--- config.mk ---
export PLATFORM = sky130hd
export DESIGN_NAME = counter_ctrl
export DESIGN_NICKNAME = d
export VERILOG_FILES = /design/src/rtl/counter_ctrl.sv
export SDC_FILE = /design/constraint.sdc
export NUM_CORES = 1
export LEC_CHECK = 0
export ABC_CLOCK_PERIOD_IN_PS = 2400
export CAP_MARGIN = 20
export CORE_MARGIN = 2
export CORE_UTILIZATION = 37
export DETAILED_ROUTE_END_ITERATION = 6
export PLACE_DENSITY = 0.78
export SYNTH_ARGS = -nofsm -noshare
export SYNTH_HDL_FRONTEND = slang
export SYNTH_SLANG_ARGS = --single-unit
--- constraint.sdc ---
create_clock -name clk -period 2.4 [get_ports clk]
set_clock_uncertainty 0.15 [all_clocks]
set_input_delay 0.24 -clock clk [delete_from_list [all_inputs] [get_ports clk]]
set_output_delay 0.24 -clock clk [all_outputs]
set_load 0.01 [all_outputs]
--- src/rtl/counter_ctrl.sv ---
// counter_ctrl: sequencer for the P1 counter datapath.
// Presents count/step/dir to the shared combinational adder and commits the
// sum into the count register, clamping to the programmed limit.
// Optional feature macro: COUNTER_CTRL_AUTORELOAD_EN (reload from load_val
// after each terminal and keep counting).
//
// state | meaning
// IDLE  | waiting for start, count held
// RUN   | one count update per cycle through the external adder
// DONE  | terminal reached, count == limit, done pulses for this cycle
module counter_ctrl #(
  parameter int WIDTH = 4
) (
  input  logic             clk,
  input  logic             rst_n,
  input  logic             start,
  input  logic             stop,
  input  logic             load,
  input  logic [WIDTH-1:0] load_val,
  input  logic [WIDTH-1:0] step,
  input  logic [WIDTH-1:0] limit,
  input  logic             dir,
  output logic [WIDTH-1:0] add_a,
  output logic [WIDTH-1:0] add_b,
  output logic             add_sub,
  input  logic [WIDTH-1:0] add_sum,
  input  logic             add_cout,
  output logic [WIDTH-1:0] count,
  output logic             busy,
  output logic             done,
  output logic             err
);

  typedef enum logic [1:0] {
    IDLE = 2'd0,
    RUN  = 2'd1,
    DONE = 2'd2
  } state_t;

  state_t           state;
  state_t           state_nxt;
  logic [WIDTH-1:0] count_nxt;
  logic             err_nxt;
  logic             terminal;

  // Terminal when the step would cross/reach limit or leave the WIDTH range.
  // Down mode uses A + ~B + 1, so carry-out low means a borrow.
  always_comb begin
    terminal = 1'b0;
    if (dir) begin
      terminal = !add_cout || (add_sum <= limit);
    end else begin
      terminal = add_cout || (add_sum >= limit);
    end
  end

  // Next-state and next-count decode; load beats stop beats start.
  always_comb begin
    state_nxt = state;
    count_nxt = count;
    err_nxt   = 1'b0;
    if (load) begin
      count_nxt = load_val;
      state_nxt = IDLE;
    end else if (stop && (state == RUN)) begin
      state_nxt = IDLE;
    end else begin
      case (state)
        IDLE: begin
          // stop outranks start, so a simultaneous stop suppresses the start
          if (start && !stop) begin
            if (step == '0) begin
              err_nxt = 1'b1;
            end else begin
              state_nxt = RUN;
            end
          end
        end
        RUN: begin
          if (terminal) begin
            count_nxt = limit;
            state_nxt = DONE;
          end else begin
            count_nxt = add_sum;
          end
        end
        DONE: begin
`ifdef COUNTER_CTRL_AUTORELOAD_EN
          count_nxt = load_val;
          state_nxt = RUN;
`else
          state_nxt = IDLE;
`endif
        end
        default: begin
          state_nxt = IDLE;
        end
      endcase
    end
  end

  // State, count and error-pulse registers with synchronous reset.
  always_ff @(posedge clk) begin
    if (!rst_n) begin
      state <= IDLE;
      count <= '0;
      err   <= 1'b0;
    end else begin
      state <= state_nxt;
      count <= count_nxt;
      err   <= err_nxt;
    end
  end

  assign add_a   = count;
  assign add_b   = step;
  assign add_sub = dir;
  assign busy    = (state == RUN);
  assign done    = (state == DONE);

endmodule

# Word-level counts from Yosys, hierarchy flattened
# Index checks and enable logic that the tools add are counted.
# word_totals
out_inout_bits,16
inputBits,23
ff_bits,7
wordCells,37
# classes
bitwise_logic,3
reduce_logical,13
mux,10
n_lt_le_gt_ge,2
eq_ne,6
# op_table
operator,n
two-way mux 4 bit,4
two-way mux 2 bit,3
"!= test 2 bit, second input constant",3
OR reduction 5 bit,1
greater-or-equal comparator 4 bit,1
<= comparator 4 bit,1
zero test 4 bit,1
one-hot mux 2 bit (2 select lines),1
inverter 1 bit,3
AND reduction 3 bit,1
OR reduction 3 bit,1
"equality test 2 x 1 -> 1 bit, second input constant",1
"equality test 2 bit, second input constant",1
logical AND 1 bit,2
zero test 1 bit,2
zero test 2 bit,1
logical OR 1 bit,2
two-way mux 1 bit,2
"!= test 2 x 1 -> 1 bit, second input constant",1
AND reduction 2 bit,1
nonzero test 2 bit,1

# Longest topological paths before layout
# Gate-level depths: netlist of the first run.
# depth
depth_word,7
ltp_mapped,8
mapped_depth_nobuf,7

# Least setup slack after synthesis of the first run
# Ideal clock, no wire load.
# synth_timing
path_kind,input port to flip-flop
startpoint,input limit[1]
endpoint,register state[1]
n_path_buf,1
stages,8
slack_ns,0.588
t_arrival_ns,1.546
required_ns,2.135
setup_ns,0.115
path_cell_list,inv_1 -> ha_1 -> nor2b_1 -> o211ai_1 -> a221o_1 -> clkbuf_1 -> and3_1 -> and3_1
# synth_via
elab_chain_cells,5
elab_cells_between_ends,7
cone_classes,order compare (2); eq/ne (1); mux (1); reduce/logical (3)
# synth_rtl
element,line_no,text
from (decl),21,"input logic [WIDTH-1:0] limit,"
greater-or-equal comparator 4 bit or <= comparator 4 bit (tied branches),"53, 51",
"logical OR 1 bit, on equally long branches","53, 51",
two-way mux 1 bit (*),50,if (dir) begin
!= test 2 x 1 -> 1 bit (no source line) (*),-,
AND reduction 3 bit (no source line) (*),-,
to (signal assigned),109,state <= state_nxt;
to (decl),40,state_t state;
# Mark *: on every way between the ends. The rest lies on a longest branch, timed or not.
# A chain may end at the register's enable or synchronous reset.

# Worst setup path in the final report of the first run
# layout_timing
startpoint,input limit[3]
endpoint,"register count[3], in the netlist add_a[3]"
# layout_via
elab_chain_cells,7
elab_cells_between_ends,9
cone_classes,order compare (2); mux (5); reduce/logical (2)
# layout_rtl
element,line_no,text
greater-or-equal comparator 4 bit or <= comparator 4 bit (tied branches),"53, 51",
"logical OR 1 bit, on equally long branches","53, 51",
two-way mux 1 bit,50,
two-way mux 4 bit (*),80,if (terminal) begin
two-way mux 4 bit (*),68,case (state)
two-way mux 4 bit (*),65,end else if (stop && (state == RUN)) begin
two-way mux 4 bit (*),62,if (load) begin
to (signal assigned),110,count <= count_nxt;
to (decl),28,"output logic [WIDTH-1:0] count,"
# Mark *: on every way between the ends. The rest lies on a longest branch, timed or not. The select of a mux whose other input is x is not followed.

==> results list, run 1 <==
- Max-cap violations: 0
- The worst path in the final design needs a cycle of 2150 ps, including I/O delays and setup.
- Number of cells on the worst hold path: 3
- In this run the critical register-to-register path is captured at add_a[3].
* Library cell with the largest summed area after synthesis: sky130_fd_sc_hd__dfxtp_1
- After detailed routing, the number of vias per cell comes to 5.37.
- Crit start category: input pin
* CTS tree: yes
* Insertion delay to the later sink of the worst-skew pair: 270 ps
* Synth async-reset ratio: 0%
* Most numerous cell in the Yosys netlist: sky130_fd_sc_hd__buf_4
- PnR worst setup slack: 245 ps
- Start-to-end type of the worst setup path: in -> reg
- Total overflow reported by the global router: 0
- Yosys mapped the design onto 31 distinct sky130hd cell types.
* Number of buffers inserted for hold repair after clock tree synthesis: 0
- Antenna-violating nets left: 0
* Number of standard cells after synthesis: 83
- Sum Neg Setup Slack: 0 ps
- Post-synthesis area per instance: 8.34 um2
- Synthesis produced a netlist with a net count of 110.
* Maximum clock rate: 0.464 GHz
- The design draws 418 uW.
- Post-synthesis instance area: 692 um2
- Drt first pass iters: 4
* Number of buffers created by CTS: 3
- Summing over every cut layer, the via total after detailed routing is 746.
- Max transition margin: 68.8%
* Final-report hold violation count: 0
* Number of global-route vias before repair: 680
- For the worst setup path, the data arrival time is 2140 ps.
- In this run the core area contains 15 standard-cell rows.
* Post-CTS setup-driven buffer insertion count: 0
* Hold WC Path Type: in -> reg
- Final Wtd Congestion: 0.787
- Wire length per cell after detailed routing: 12.6 um
- The count of buffers added on input and output ports is 38.
- Clock transition at the register clock pins on the worst setup and hold paths after CTS: 50 ps
- 39 I/O pins were placed.
- Launch point of the worst path: limit[3]
- At the pin with the least slew margin, the transition time is 464 ps.
- Entering global routing, the biggest net connects 13 pins.
* Master cell of the clock root buffer: sky130_fd_sc_hd__clkbuf_4
* Number of nets in the layout: 142
- Width of the die: 47.2 um
* Pleak: 0.000396 uW
- Aggregate routed wire length: 1760 um
- Worst R2R Path Depth: 4
- Number of violations reported at the end of detailed-routing iteration 0: 9
- The number of antenna violations at the first check in global routing was 0.
- Power per cell area: 395 nW/um2
- The clock drives 7 sinks.
- The initial utilization of the core area, before any placement, comes to 39.6%.
- Sequential fraction of the synthesis area: 20.3%
- Termination of the worst setup path: add_a[3]
- In this run, synthesis produced a sequential element count of 7.
- Before CTS, the worst setup slack after placement is -7.91 ps.
* Primary FF master, synth: sky130_fd_sc_hd__dfxtp_1
* Unrepaired setup endpoints after global routing: false
* Required time worst endpoint: 2390 ps
- By area the synthesized netlist is led by sky130_fd_sc_hd__dfxtp_1, sky130_fd_sc_hd__buf_4, sky130_fd_sc_hd__ha_1, sky130_fd_sc_hd__o211ai_2, sky130_fd_sc_hd__a311o_1.
- Ranked by instance count, the synthesized netlist is headed by sky130_fd_sc_hd__buf_4, sky130_fd_sc_hd__dfxtp_1, sky130_fd_sc_hd__inv_1.
* Register-to-register setup slack: 890 ps
* Total count of max-transition violations in the final report: 0
- Number of buffers on the longest clock path: 2
- The total area inside the core boundary comes to 1750 um2.
- The area growth from synthesis to layout is 53.0%.
* Ratio of cells with drive above 1 in the final layout: 11.4%
- Die Y: 47.2 um
- Status: complete, no violations
* Cts repair resizes: 0
- Setup crit end kind: register
- DRC errors left: 0
- Once detailed placement completed, the half-perimeter wirelength came to 1450 um.
- The worst register-to-register path begins at state[0].
* Maximum fanout along the worst path: 9
* Post-route fraction of the period consumed by the critical path: 89.8%
- The die covers 2230 um2.
- Total Routing Usage GR: 17.9%
- Ant diodes: 0
- In this run the number of H-tree levels came out at 1.
- Wire length of the first global-routing pass: 2830 um
- Of the post-synthesis cell area, the dominant cell type holds 20.3%.
- Setup violations remaining at the end of the flow were counted as 0.
- Post-synth EDFFs: 0
* VDD IR max: 0.251 mV
* Warnings, synthesis: 0
## registers in the layout, indices dropped and copies added (netlist names)
register / count
err: 1
state: 2
add_a: 4
## cells in the final DEF, fill, tap and decap left out, drive strengths merged, types with 3 or more instances in the layout
cell | Yosys | routed
clkdlybuf4s50 | 0 | 38
dfxtp | 7 | 7
inv | 5 | 5
o211ai | 5 | 5
nor3 | 4 | 4
o31ai | 4 | 4
a21boi | 4 | 4
nand2b | 4 | 4
a311o | 4 | 4
nand4 | 4 | 4
ha | 4 | 4
clkbuf | 3 | 4
nor2b | 3 | 3
nor3b | 3 | 3
## layer usage
layer / wire length, um / track usage, %
met5: 0 / 0
met4: 41 / 10.0
met3: 94 / 4.23
met2: 864 / 28.6
met1: 757 / 21.8
## how the worst min path moves through the flow
stage          startpoint  slack, ps       end
2_1_floorplan       start        240  state[0]
3_3_place_gp     state[0]        430  state[0]
3_5_place_dp     state[0]        430  state[0]
4_1_cts             start        410  state[0]
5_1_grt             start        450       err
6_report            start        410  state[0]
## metrics by stage
stage          cells  utilization, %  cell area [um2]  hold slack [ps]
3_3_place_gp     135            59.1             1030              429
4_1_cts          139            60.6             1060              413
3_5_place_dp     135            59.1             1030              430
5_1_grt          139            60.6             1060              446
2_1_floorplan     83               -              692              241
6_report         139            60.6             1060              414
## logic make-up (layout without fill, tap and decap cells)
family                   count (synthesis)  in the layout  share of synthesized area (%)
AO/OA/AOI/OAI                           24             24                           31.3
buffers and inverters                   17             48                           14.1
adder cells (fa/ha/maj)                  4              4                           7.23
AND/OR/NAND/NOR                         31             31                           27.1
flip-flops                               7              7                           20.3
## power by group
part           internal [uW]  total (uW)  switching (uW)
clock                   64.1         117            53.4
sequential               125         132            6.75
combinational           97.7         168            70.7
total                    287         418             131
## worst max-delay path: stages
cell	delay, ps
sky130_fd_sc_hd__clkdlybuf4s50_1	450
sky130_fd_sc_hd__inv_1	50
sky130_fd_sc_hd__ha_1	330
sky130_fd_sc_hd__a21oi_1	280
sky130_fd_sc_hd__nor2_1	100
sky130_fd_sc_hd__o21bai_2	340
sky130_fd_sc_hd__a311o_1	260
sky130_fd_sc_hd__o211ai_2	90
## layout make-up
cell class | count | area [um2]
fill | 153 | 687
multi-input combinational | 59 | 454
timing repair buffer | 39 | 388
sequential | 7 | 140
tap | 25 | 31.3
clock buffer | 4 | 26.3
inverter | 5 | 18.8
(Power assumes the default switching activity.)
==> inputs of run 2 (changes only) <==
Settings changed: ABC_CLOCK_PERIOD_IN_PS 2400 to 2350.
Clock period 2.4 ns to 2.35 ns, I/O delays scaled along.
==> run 2 against run 1 <==
Against the previous run: die area stayed put; register-to-register slack worse by 100 ps; routed wire length is 3.0% higher; total power is 0.26% higher; first-iteration DRC count is 130% higher; global-route usage is 0.35 points higher; clock power is 7% lower; worst setup slack worse by 19 ps; sequential power hardly changed; final cell count is 0.72% higher; via count is 3.1% higher; count of clock-buffer cells in the layout stayed put; critical endpoint is now add_a[2]; largest power group unchanged.
==> results list, run 2 (synthesis gave the netlist of run 1 again) <==
- In this run the remaining antenna-violating nets after routing total 0.
* Clock transition at the register clock pins on the worst setup and hold paths after CTS: 50 ps
- Summing all flip-flop and latch instances after layout gives 140 um2.
- In the final routed layout, each cell accounts on average for 12.9 um.
- The worst setup path is captured at a register.
- In the routed layout, each cell is associated on average with a via count of 5.49.
- Die Y: 47.2 um
- Wires add up to 1810 um.
* Maximum fanout along the worst path: 9
- The number of setup buffers added after CTS is 0.
- The first global-routing pass estimated 2980 um of wire.
- Transition time of the tightest slew-check pin: 467 ps
- DRC errors left: 0
- Derived from the worst setup path, the maximum achievable clock frequency is 0.471 GHz.
* Effective utilization at floorplan: 39.6%
* Leading cell types in the layout, fill and taps excluded: sky130_fd_sc_hd__clkdlybuf4s50_1, sky130_fd_sc_hd__dfxtp_1, sky130_fd_sc_hd__inv_1
* Worst hold endpoint: state[0]
- Insertion delay to the later sink of the worst-skew pair: 250 ps
- Cells fill 61.1% of the core in the end.
- Setup violations remaining at the end of the flow were counted as 0.
* Routed met3 length: 85 um
- Start-to-end type of the worst setup path: in -> reg
- The endpoint identified for the worst register-to-register timing path is add_a[0].
- The worst setup path is launched from an input pin.
* CTS tree: yes
- Clock tree synthesis inserted a total of 3 buffers.
- Max-cap violations: 0
- Total overflow reported by the global router: 0
- The detailed router put a total of 803 um of wire on met1.
- The first detailed-routing pass took 4 iterations.
- Hold WC Path Type: in -> reg
- The clock passes through at most 2 buffers.
- Max transition margin: 68.6%
- Final Wtd Congestion: 0.769
- The tree is rooted in a sky130_fd_sc_hd__clkbuf_4.
* VDD IR max: 0.296 mV
- In this run the most critical hold path is launched from start.
- Pleak: 0.000401 uW
* Ratio of cells with drive above 1 in the final layout: 12.2%
- Worst R2R Path Depth: 5
* Largest net degree at the start of global routing: 13
* Site row count: 15
- Number of top-level pins: 39
- After legalization and detailed placement, the total HPWL measured 1450 um.
- Register-to-register setup slack: 790 ps
- The worst register-to-register path begins at state[0].
- Most common cell after layout, fill and taps aside: sky130_fd_sc_hd__clkdlybuf4s50_1
- Number of global-route vias before repair: 720
- Min Tclk post-route: 2120 ps
* Required time worst endpoint: 2380 ps
* Number of cells on the worst hold path: 3
- Total count of max-transition violations in the final report: 0
* Status: complete, no violations
- Traced cell by cell, the critical path runs through clkdlybuf4s50_1 > inv_1 > ha_1 > or3_1 > a21oi_2 > a31oi_2 > a311o_1 > o211ai_2.
* Number of nets in the layout: 143
* Signal arrival time at the worst endpoint: 2160 ps
- For this run, the number of standard cells in the final layout without fillers is 140.
- Wire segments on met2 add up to 887 um in the final route.
- Cts repair resizes: 0
- From left edge to right edge, the die measures 47.2 um.
- Area Overhead vs Synth: 54.1%
- Flip-flop count of the largest register after layout: 4
- The tree built by TritonCTS fans out to 7 sinks.
- Post-route fraction of the period consumed by the critical path: 90.4%
- Dividing total power by cell area gives a power density of 393 nW/um2.
- For this block, the initial DRC count from the detailed router was 21.
* Unrepaired setup endpoints after global routing: false
* Number of fill cells: 158
- The largest single stage delay on the critical path is 450 ps.
- Ant diodes: 0
- In this run the number of H-tree levels came out at 1.
* IO buf count: 38
* Core Area: 1750 um2
- In the final layout, the multi-input gates occupy 454 um2.
* DP Cell Count: 136
- Smallest hold slack: 478 ps
* Top layer in use: met4
* Antenna violations before repair: 0
- Cell type of the slowest stage on the worst timing path: sky130_fd_sc_hd__clkdlybuf4s50_1
- The number of hold-slack violations in the final timing report came to 0.
- The die covers 2230 um2.
* Number of buffers inserted for hold repair after clock tree synthesis: 0
* Total Routing Usage GR: 18.2%
* Overall via count from detail_route: 769
[run 2: worst max-delay path, delay by kind of cell]
family	cells	cell delay, ps
AOI/OAI and AO/OA	4	780
buffers and inverters	2	500
adders and majority gates	1	230
and+or+nand+nor	1	400
[run 2: cell type report]
type / instances / area share, %
sequential: 7 / 13.1
inverter: 5 / 1.76
clock buffer: 4 / 2.46
timing repair buffer: 40 / 37.1
multi-input combinational: 59 / 42.6
tap: 25 / 2.93
[run 2: power breakdown]
| group | switching, uW | leakage (uW) | internal, uW |
|---|---|---|---|
| clock | 44.1 | 0.0000150 | 64.8 |
| combinational | 73.8 | 0.000328 | 101 |
| sequential | 6.90 | 0.0000576 | 128 |
| total | 125 | 0.000401 | 294 |
[run 2: metal layers]
layer  vias up  GRT usage [%]
li1        378              -
met1       360           23.9
met2        27           30.3
met3         4           4.62
met4         0           3.33
met5         -              0
[run 2: metrics by stage]
step / total power, uW / instance area (um2) / setup WS (ps) / TNS (ps)
3_3_place_gp: 308 / 1040 / 26.6 / 0
5_1_grt: 446 / 1070 / 110 / 0
2_1_floorplan: 230 / 692 / 543 / 0
3_5_place_dp: 312 / 1040 / -7.08 / -17.6
6_report: 419 / 1070 / 226 / 0
4_1_cts: 421 / 1070 / 248 / 0
[run 2: worst max path at each step]
stage / from / to / slack [ps] / depth (start not counted)
floorplan: limit[1] / state[1] / 540 / 8
global placement: limit[3] / add_a[1] / 30 / 8
detailed placement: limit[1] / state[1] / -7 / 8
CTS: limit[1] / state[1] / 250 / 8
global route: limit[3] / state[0] / 110 / 8
finish: limit[3] / add_a[2] / 230 / 8
